## src/rtl/multicycle_controller.sv

```systemverilog
// Multi-cycle sequencer for the 4-bit-opcode / 8-bit-fun datapath: FETCH, DECODE, EXEC, MEM, WB
// over one shared memory, halting on illegal encodings or memory timeouts.
module multicycle_controller #(
  parameter int unsigned MEM_TIMEOUT = 15
) (
  input  logic       clk,
  input  logic       rst_n,
  input  logic [3:0] opcode,
  input  logic [7:0] fun,
  input  logic       zero,
  input  logic       mem_ready,
  output logic       mem_req,
  output logic       iord,
  output logic       memwen,
  output logic       ir_wen,
  output logic       pc_wen,
  output logic [1:0] pc_sel,
  output logic [2:0] resfun,
  output logic       selmem,
  output logic       selimm,
  output logic       seldata,
  output logic       wen,
  output logic       ldwnd,
  output logic       illegal,
  output logic       bus_err,
  output logic       busy,
  output logic [2:0] dbg_state
);

  // Memory handshake: mem_req stays high with address/write controls stable
  // until the first cycle mem_ready is high; that cycle completes the access.
  typedef enum logic [2:0] {
    S_FETCH = 3'd0, S_DECODE = 3'd1, S_EXEC = 3'd2,
    S_MEM = 3'd3, S_WB = 3'd4, S_HALT = 3'd5
  } state_t;

  typedef enum logic [3:0] {
    C_LOAD = 4'd0, C_STORE = 4'd1, C_JUMP = 4'd2, C_BRANCH = 4'd3, C_MOVE = 4'd4,
    C_ALU = 4'd5, C_CMP = 4'd6, C_WND = 4'd7, C_IMM = 4'd8
  } cls_t;

  localparam logic [7:0] TMO = 8'(MEM_TIMEOUT);

  state_t     state, state_nx;
  cls_t       cls, dec_cls;
  logic [2:0] rf, dec_rf;
  logic       dec_legal;
  logic [7:0] wait_cnt;
  logic       timeout;
  logic       illegal_q, bus_err_q;

  assign timeout   = !mem_ready && (wait_cnt == TMO);
  assign illegal   = illegal_q;
  assign bus_err   = bus_err_q;
  assign busy      = (state != S_HALT) || !rst_n;
  assign dbg_state = state;

  always_comb begin
    dec_cls   = C_LOAD;
    dec_rf    = 3'd0;
    dec_legal = 1'b1;
    case (opcode)
      4'b0000: dec_cls = C_LOAD;
      4'b0001: dec_cls = C_STORE;
      4'b0010: dec_cls = C_JUMP;
      4'b0100: dec_cls = C_BRANCH;
      4'b1000: begin
        case (fun)
          8'h01: dec_cls = C_MOVE;
          8'h02: begin dec_cls = C_ALU; dec_rf = 3'd1; end
          8'h04: begin dec_cls = C_ALU; dec_rf = 3'd2; end
          8'h08: begin dec_cls = C_ALU; dec_rf = 3'd3; end
          8'h10: begin dec_cls = C_ALU; dec_rf = 3'd4; end
          8'h20: begin dec_cls = C_ALU; dec_rf = 3'd5; end
          8'h40: begin dec_cls = C_CMP; dec_rf = 3'd6; end
          8'h80, 8'h81, 8'h82, 8'h83: dec_cls = C_WND;
          default: dec_legal = 1'b0;
        endcase
      end
      4'b1100: begin dec_cls = C_IMM; dec_rf = 3'd1; end
      4'b1101: begin dec_cls = C_IMM; dec_rf = 3'd2; end
      4'b1110: begin dec_cls = C_IMM; dec_rf = 3'd3; end
      4'b1111: begin dec_cls = C_IMM; dec_rf = 3'd4; end
      default: dec_legal = 1'b0;
    endcase
  end

  always_ff @(posedge clk or negedge rst_n) begin
    if (!rst_n) begin
      state     <= S_FETCH;
      cls       <= C_LOAD;
      rf        <= 3'd0;
      wait_cnt  <= 8'd0;
      illegal_q <= 1'b0;
      bus_err_q <= 1'b0;
    end else begin
      state <= state_nx;
      if (state == S_DECODE) begin
        cls <= dec_cls;
        rf  <= dec_rf;
        if (!dec_legal) illegal_q <= 1'b1;
      end
      if ((state == S_FETCH || state == S_MEM) && timeout) bus_err_q <= 1'b1;
      // Any state change restarts the wait count, so entry to FETCH/MEM starts at zero.
      if (state_nx != state) wait_cnt <= 8'd0;
      else if (!mem_ready && wait_cnt != 8'hff) wait_cnt <= 8'(wait_cnt + 8'd1);
    end
  end

  always_comb begin
    state_nx = state;
    mem_req  = 1'b0;
    iord     = 1'b0;
    memwen   = 1'b0;
    ir_wen   = 1'b0;
    pc_wen   = 1'b0;
    pc_sel   = 2'd0;
    resfun   = 3'd0;
    selmem   = 1'b0;
    selimm   = 1'b0;
    seldata  = 1'b0;
    wen      = 1'b0;
    ldwnd    = 1'b0;
    case (state)
      S_FETCH: begin
        mem_req = 1'b1;
        if (mem_ready) begin
          ir_wen   = 1'b1;
          pc_wen   = 1'b1;
          state_nx = S_DECODE;
        end else if (timeout) begin
          state_nx = S_HALT;
        end
      end
      S_DECODE: state_nx = dec_legal ? S_EXEC : S_HALT;
      S_EXEC: begin
        case (cls)
          C_LOAD, C_STORE: begin selimm = 1'b1; state_nx = S_MEM; end
          C_JUMP: begin pc_wen = 1'b1; pc_sel = 2'd1; state_nx = S_FETCH; end
          C_BRANCH: begin
            if (!zero) begin
              pc_wen = 1'b1;
              pc_sel = 2'd2;
            end
            state_nx = S_FETCH;
          end
          C_MOVE: begin seldata = 1'b1; state_nx = S_WB; end
          C_ALU:  begin resfun = rf; seldata = 1'b1; state_nx = S_WB; end
          C_IMM:  begin resfun = rf; selimm = 1'b1; state_nx = S_WB; end
          C_CMP:  begin resfun = rf; state_nx = S_FETCH; end
          C_WND:  begin ldwnd = 1'b1; state_nx = S_FETCH; end
          default: state_nx = S_FETCH;
        endcase
      end
      S_MEM: begin
        mem_req = 1'b1;
        iord    = 1'b1;
        selimm  = 1'b1;
        memwen  = (cls == C_STORE);
        if (mem_ready) state_nx = (cls == C_STORE) ? S_FETCH : S_WB;
        else if (timeout) state_nx = S_HALT;
      end
      S_WB: begin
        // Operand/result muxes stay where EXEC left them while the write lands.
        wen = 1'b1;
        case (cls)
          C_LOAD: begin selmem = 1'b1; selimm = 1'b1; end
          C_MOVE: seldata = 1'b1;
          C_ALU:  begin resfun = rf; seldata = 1'b1; end
          C_IMM:  begin resfun = rf; selimm = 1'b1; end
          default: ;
        endcase
        state_nx = S_FETCH;
      end
      default: state_nx = S_HALT;
    endcase
    // Reset silences every strobe at once, even in the middle of an access.
    if (!rst_n) begin
      mem_req = 1'b0;
      iord    = 1'b0;
      memwen  = 1'b0;
      ir_wen  = 1'b0;
      pc_wen  = 1'b0;
      pc_sel  = 2'd0;
      resfun  = 3'd0;
      selmem  = 1'b0;
      selimm  = 1'b0;
      seldata = 1'b0;
      wen     = 1'b0;
      ldwnd   = 1'b0;
    end
  end

endmodule

```

## config.mk

```make
export PLATFORM = sky130hd
export DESIGN_NAME = multicycle_controller
export DESIGN_NICKNAME = d
export VERILOG_FILES = /design/src/rtl/multicycle_controller.sv
export SDC_FILE = /design/constraint.sdc
export NUM_CORES = 1
export LEC_CHECK = 0
export CELL_PAD_IN_SITES_DETAIL_PLACEMENT = 1
export CELL_PAD_IN_SITES_GLOBAL_PLACEMENT = 1
export CORE_MARGIN = 4
export CORE_UTILIZATION = 51
export CTS_BUF_LIST = sky130_fd_sc_hd__clkbuf_8
export CTS_CLUSTER_SIZE = 10
export DETAILED_ROUTE_END_ITERATION = 8
export DONT_BUFFER_PORTS = 1
export GPL_TIMING_DRIVEN = 0
export PLACE_DENSITY = 0.87
export SLEW_MARGIN = 0
export SYNTH_ARGS = -nofsm -noshare
export SYNTH_HDL_FRONTEND = slang
export SYNTH_SLANG_ARGS = --single-unit
```

## constraint.sdc

```tcl
create_clock -name clk -period 3.1 [get_ports clk]
set_input_delay 0.31 -clock clk [delete_from_list [all_inputs] [get_ports clk]]
set_output_delay 0.31 -clock clk [all_outputs]
set_load 0.01 [all_outputs]
```

==> results.toml, run 1 <==
[route]
drt_pre_antenna_iters = 4
route.detailed.drc = 0
routed_via_density = 6.41
wire_per_inst_um = 18.2
num_vias = 1679
ant_nets = 0
wirelength_um = 4780
drt_iter0_drc = 108

[power]
switching_share_pct = 43.2
clkPwrFrac_pct = 21.5
total_leakage_power_uw = 0.000707
p_per_area_mw_per_mm2 = 691
peakVddDrop_uv = 263
power_frac_seq_pct = 30.3
combinationalPowerShare_pct = 48.2
p_int_uw = 700
switching_power_uw = 532

[logic_synthesis]
syn_nets = 230
yosysSeqAreaShare_pct = 30.4
ys_ff_latch = 20
synth_edf_count = 0
synth-main-ff-cell = "dfrtp_1"
synth.distinct_cells = 57
yosys.area.top_type = "dfrtp_1"
yosysWarnings = 0
synth_area_leaders = "dfrtp_1, o21ai_0, nor2_1"
avgSynthCellArea_um2 = 7.73
postSynthCellCount = 213
async_reset_ff_share_pct = 100
synth_area_mm2 = 0.00165
yosysTopAreaCellShare_pct = 30.4

[outcome]
status = "finished, final reports clean"

[clock_tree]
clockBufferDepth = 2
numCtsBuffers = 3
post_cts_resized = 0
clk_latency_ns = 0.26
h-tree-depth = 1
cts_sinks = 20
cts_tree = "done"
cts-root-buf = "clkbuf_8"
clk_pin_slew_worst_paths_ns = 0.08

[global_route]
overflow = 0
grt_pass1_wl_um = 8050
grt.total_usage_pct = 23.9
grt_pass1_vias = 1730
grt_max_degree = 21
antenna_found_initial = 0

[layout]
seqCellArea_um2 = 500
fin_cells = 262
drive_above_1_share_pct = 8.26
nNetsFinal = 236
multiInputGateArea_mm2 = 0.00105
syn2layout_area_growth_pct = 8.28
utilization_pct = 57.9
fill_cells = 409
antenna_cells = 0

[sta]
fin_worst_skew_ns = 0.00670
max_slew_margin_pct = 35.6
tns_ns = 0
slew_violations = 0
setup_viol = 0
holdWs_ns = 0.324
hold_violations = 0
fmax_mhz = 385
rsz0062_at_grt = "no"
worst_slew_pin_slew_ns = 0.963
period_share_pct = 83.8
period_needed_ns = 2.60

[setup_path]
setup.worst_path.end_class = "output port"
cp_data_arrival_time_ns = 2.29
crit_required_ns = 2.79
r2r_end = "wait_cnt[6]"
crit_type = "reg -> out"
worstPathMaxFanout = 7
crit_path_start_kind = "flip-flop"
rrSetupSlack_ns = 0.82
r2r-start = "dbg_state[2]"
ff2ff_path_depth = 6

[placed_design]
hpwlAfterDp_um = 3580
io_buffers = 0
dp.cells = 257
gp_congestion = 0.844

[min_path]
min_to = "wait_cnt[2]"
hold_start = "mem_ready"
hold_depth = 3
hold_class = "in -> reg"

[floorplan]
coreArea_mm2 = 0.00308
start_util_pct = 53.5
die_y_um = 64.8
dieArea_mm2 = 0.00420
ioPinCount = 37
fp.dieW_um = 64.8
rows = 20

[job]
maxCapViolCount = 0
==> state kept, by name, indices dropped and copies added, names as in the netlist <==
register / cells
dbg_state: 3
illegal: 1
bus_err: 1
rf: 3
wait_cnt: 8
cls: 4
==> synth_stat cells, types with 3 or more instances <==
master     count
a21oi_1       10
and2_1         6
buf_2          3
clkbuf_1      14
dfrtp_1       20
inv_1          4
mux2i_1        3
nand2_1       14
nand2b_1       3
nand3_1        8
nand3b_1       3
nand4_1        3
nor2_1        22
nor2b_1        3
nor3_1        11
nor4_1         5
o2111ai_1      3
o21ai_0       19
or2_2          4
or3_1          5
xnor2_1        3
xor2_1         7
==> cells by family (layout without fill, tap and decap cells) <==
logic type	count (synthesis)	after routing	synth area share, %
AOI/OAI and AO/OA	58	58	23.8
xor gates and xnor gates	10	10	5.32
adders and majority gates	1	1	0.760
buffers and inverters	22	27	5.70
DFF	20	20	30.4
muxes	4	4	2.51
and+or+nand+nor	98	98	31.5
==> how the worst max path moves through the flow <==
| stage | startpoint | endpoint | slack (ns) | cells past startpoint |
|---|---|---|---|---|
| after detailed placement | dbg_state[2] | resfun[1] | 0.86 | 6 |
| after floorplan | dbg_state[0] | resfun[0] | 1.24 | 6 |
| after global placement | dbg_state[2] | resfun[2] | 1.00 | 6 |
| final | dbg_state[2] | resfun[1] | 0.50 | 6 |
| after global routing | dbg_state[2] | resfun[0] | 0.31 | 6 |
| after CTS | dbg_state[2] | resfun[1] | 0.49 | 6 |
==> layer usage <==
metal	global-route usage [%]	part of all wire, %	routed length, um	up-vias
li1	-	-	-	786
met1	28.9	43	2060	814
met2	41.5	48	2310	70
met3	5.37	7.1	337	9
met4	7.92	1.4	68	0
met5	0	0	0	-
==> power by group through the flow <==
stage | combinational (uW) | sequential, uW | clock [uW]
global route | 657 | 380 | 280
floorplan | 451 | 363 | 0
global placement | 539 | 373 | 0
CTS | 591 | 374 | 267
finish | 594 | 373 | 265
detailed placement | 578 | 379 | 0
==> critical path, cell delays in order, from the launching register on <==
cell and delay (ns):
dfrtp_1 0.42, clkbuf_1 0.20, nor3b_1 0.64, a32oi_1 0.21, o22ai_1 0.15, nor2b_1 0.20, and2_1 0.20
==> metrics by stage <==
step / worst slack (ns) / power, uW / instance area [um^2]
2_1_floorplan: 1.24 / 814 / 1650
3_3_place_gp: 1.00 / 911 / 1700
3_5_place_dp: 0.864 / 957 / 1700
4_1_cts: 0.492 / 1230 / 1780
5_1_grt: 0.308 / 1320 / 1780
6_report: 0.503 / 1230 / 1780
==> placed cells by master (no fill, tap or decap), drive strengths merged, types with 4 or more instances in the layout <==
cell / instances
nor3: 11
dfrtp: 20
xor2: 7
nand3: 8
nor2: 22
buf: 4
clkbuf: 17
nor4: 5
inv: 4
or3: 5
or2: 5
and2: 6
nand2: 14
o21ai: 19
a21oi: 10
==> layout make-up <==
| class | instances | area share [%] |
|---|---|---|
| Clock inverter | 1 | 1.68 |
| Multi-Input combinational cell | 171 | 59.0 |
| Sequential cell | 20 | 28.1 |
| Inverter | 4 | 0.842 |
| Timing Repair Buffer | 1 | 0.561 |
| Tap cell | 44 | 3.09 |
| Clock buffer | 3 | 2.32 |
| Buffer | 18 | 4.42 |
==> repair_timing <==
item | in CTS | in global routing
buffers inserted | 0 | 0
endpoints found under the hold margin | 20 | 0
hold buffers | 1 | 0
(Power assumes the default switching activity.)
==> inputs of run 2 (changes only) <==
- CORE_UTILIZATION: 51 -> 43
- PLACE_DENSITY: 0.87 -> 0.78
- clock period: 3.1 -> 2.1 ns (I/O delays scaled with it)
==> run 2 against run 1 <==
  * First-iteration DRC count decreased by 32%
  * Sequential cell count unchanged
  * Worst setup slack got worse by 0.43 ns
  * Via count decreased by 0.54%
  * Final area increased by 3.6%
  * Sequential share of layout area decreased by 0.97 points
  * Register-to-register slack got worse by 0.68 ns
  * Clock-buffer cell count increased by 1
  * Largest power group unchanged
==> results.toml, run 2 (synthesis gave the netlist of run 1 again) <==
[floorplan]
ioPinCount = 37
die_y_um = 69.9
rows = 22
dieArea_mm2 = 0.00488
start_util_pct = 44.6
coreArea_mm2 = 0.00369
fp.dieW_um = 69.9

[clock_tree]
cts-root-buf = "clkbuf_8"
clk_latency_ns = 0.25
cts_sinks = 20
clk_pin_slew_worst_paths_ns = 0.07
clockBufferDepth = 2
cts_tree = "done"
numCtsBuffers = 3
h-tree-depth = 1

[sta]
hold_violations = 0
tns_ns = 0
fmax_mhz = 494
worst_slew_pin_slew_ns = 0.867
period_needed_ns = 2.02
holdWs_ns = 0.332
period_share_pct = 96.4
slew_violations = 0
setup_viol = 0
max_slew_margin_pct = 42.0
fin_worst_skew_ns = 0.00209

[layout]
nNetsFinal = 236
layout_commonest_cell = "nor2_1"
top_register = "wait_cnt"
largest_reg_flops = 8
fill_cells = 465
final_cell_mix = "nor2_1, dfrtp_1, o21ai_0"
antenna_cells = 0
syn2layout_area_growth_pct = 12.2
largest_registers = "wait_cnt x8, cls x4"
drive_above_1_share_pct = 13.8

[global_route]
grt_pass1_wl_um = 8250
antenna_found_initial = 0
grt.total_usage_pct = 20.1
grt_max_degree = 21
grt_pass1_vias = 1774
overflow = 0

[setup_path]
cp_slowest_cell = "dfrtp_1"
rrSetupSlack_ns = 0.14
cp_data_arrival_time_ns = 1.81
crit_path_start_kind = "flip-flop"
ff2ff_path_depth = 6
critPathMaxStageDelay_ns = 0.56
setup.worst_path.end_class = "output port"
crit_required_ns = 1.89
crit_type = "reg -> out"
worstPathMaxFanout = 10
crit_path_cell_trace = "buf_2 -> xor2_1 -> nand3_1 -> nor3_1"
r2r_end = "wait_cnt[1]"
r2r-start = "cls[0]"

[min_path]
hold_start = "mem_ready"
hold_class = "in -> reg"
min_to = "dbg_state[2]"
hold_depth = 4

[route]
num_vias = 1670
wirelength_um = 4830
ant_nets = 0
drt_pre_antenna_iters = 4
route.detailed.drc = 0
routed_via_density = 6.28
wire_per_inst_um = 18.1
drt_iter0_drc = 73

[placed_design]
hpwlAfterDp_um = 3530
gp_congestion = 0.866
io_buffers = 0

[power]
total_leakage_power_uw = 0.000732
peakVddDrop_uv = 423
p_per_area_mw_per_mm2 = 968

[outcome]
status = "finished, final reports clean"

[job]
maxCapViolCount = 0
[run 2: cell types whose count changed in the layout (fill, tap and decap cells not counted), sizes merged]
cell / delta
clkbuf: +1
bufinv: -1
[run 2: report_power, final]
part           switching [uW]  total [uW]  internal, uW  leakage (uW)
Clock                     125         292           167     0.0000288
Combinational             604         944           339      0.000438
Sequential               80.2         552           471      0.000265
[run 2: per-stage QoR]
step | total power [uW] | std cells | utilization (%) | instance area (um^2) | setup WS (ns)
3_3_place_gp | 1350 | 261 | 46.3 | 1710 | 0.0254
6_report | 1790 | 266 | 50.1 | 1850 | 0.0758
2_1_floorplan | 1200 | 213 | - | 1650 | 0.313
4_1_cts | 1750 | 267 | 49.1 | 1810 | 0.0347
3_5_place_dp | 1400 | 261 | 46.3 | 1710 | -0.0883
5_1_grt | 1940 | 266 | 50.1 | 1850 | -0.00830
[run 2: layer usage]
| layer | track usage, % | vias up | share of wire (%) |
|---|---|---|---|
| met5 | 0 | - | 0 |
| met4 | 9.79 | 0 | 3.7 |
| met3 | 3.17 | 16 | 4.2 |
| li1 | - | 790 | - |
| met1 | 22.8 | 817 | 41 |
| met2 | 36.1 | 47 | 51 |
[run 2: area by class of cell]
class                      instances  area [um^2]  area share (%)
multi-input combinational        171         1120            60.4
clock buffer                       4         55.1            2.98
tap                               48         60.1            3.25
sequential                        20          500            27.1
inverter                           4         15.0           0.813
buffer                            17         82.6            4.47
timing repair buffer               2         17.5           0.949
[run 2: critical path: cells and delay by family (launching register included)]
family / cells / cell delay, ns
AND/OR/NAND/NOR: 2 / 0.52
buffers and inverters: 1 / 0.29
XOR/XNOR: 1 / 0.18
flip-flops: 1 / 0.56
[run 2: worst max-delay path by stage]
stage                 start           to  slack (ns)  depth (start not counted)
3_5_place_dp   dbg_state[2]    resfun[1]       -0.09                          6
5_1_grt        dbg_state[2]    resfun[1]      -0.008                          6
4_1_cts        dbg_state[2]    resfun[1]        0.03                          6
2_1_floorplan        cls[0]  wait_cnt[2]        0.31                          6
6_report       dbg_state[1]      seldata        0.08                          4
3_3_place_gp    wait_cnt[4]  wait_cnt[1]        0.03                          5
[run 2: what timing repair did]
| item | 4_1_cts | 5_1_grt |
|---|---|---|
| hold buffers | 1 | 0 |
| hold endpoints to repair | 20 | 0 |
| resized for setup | 6 | 13 |
| buffers inserted | 1 | 0 |
| pin swaps | 1 | 3 |
| setup endpoints to repair | 15 | 18 |
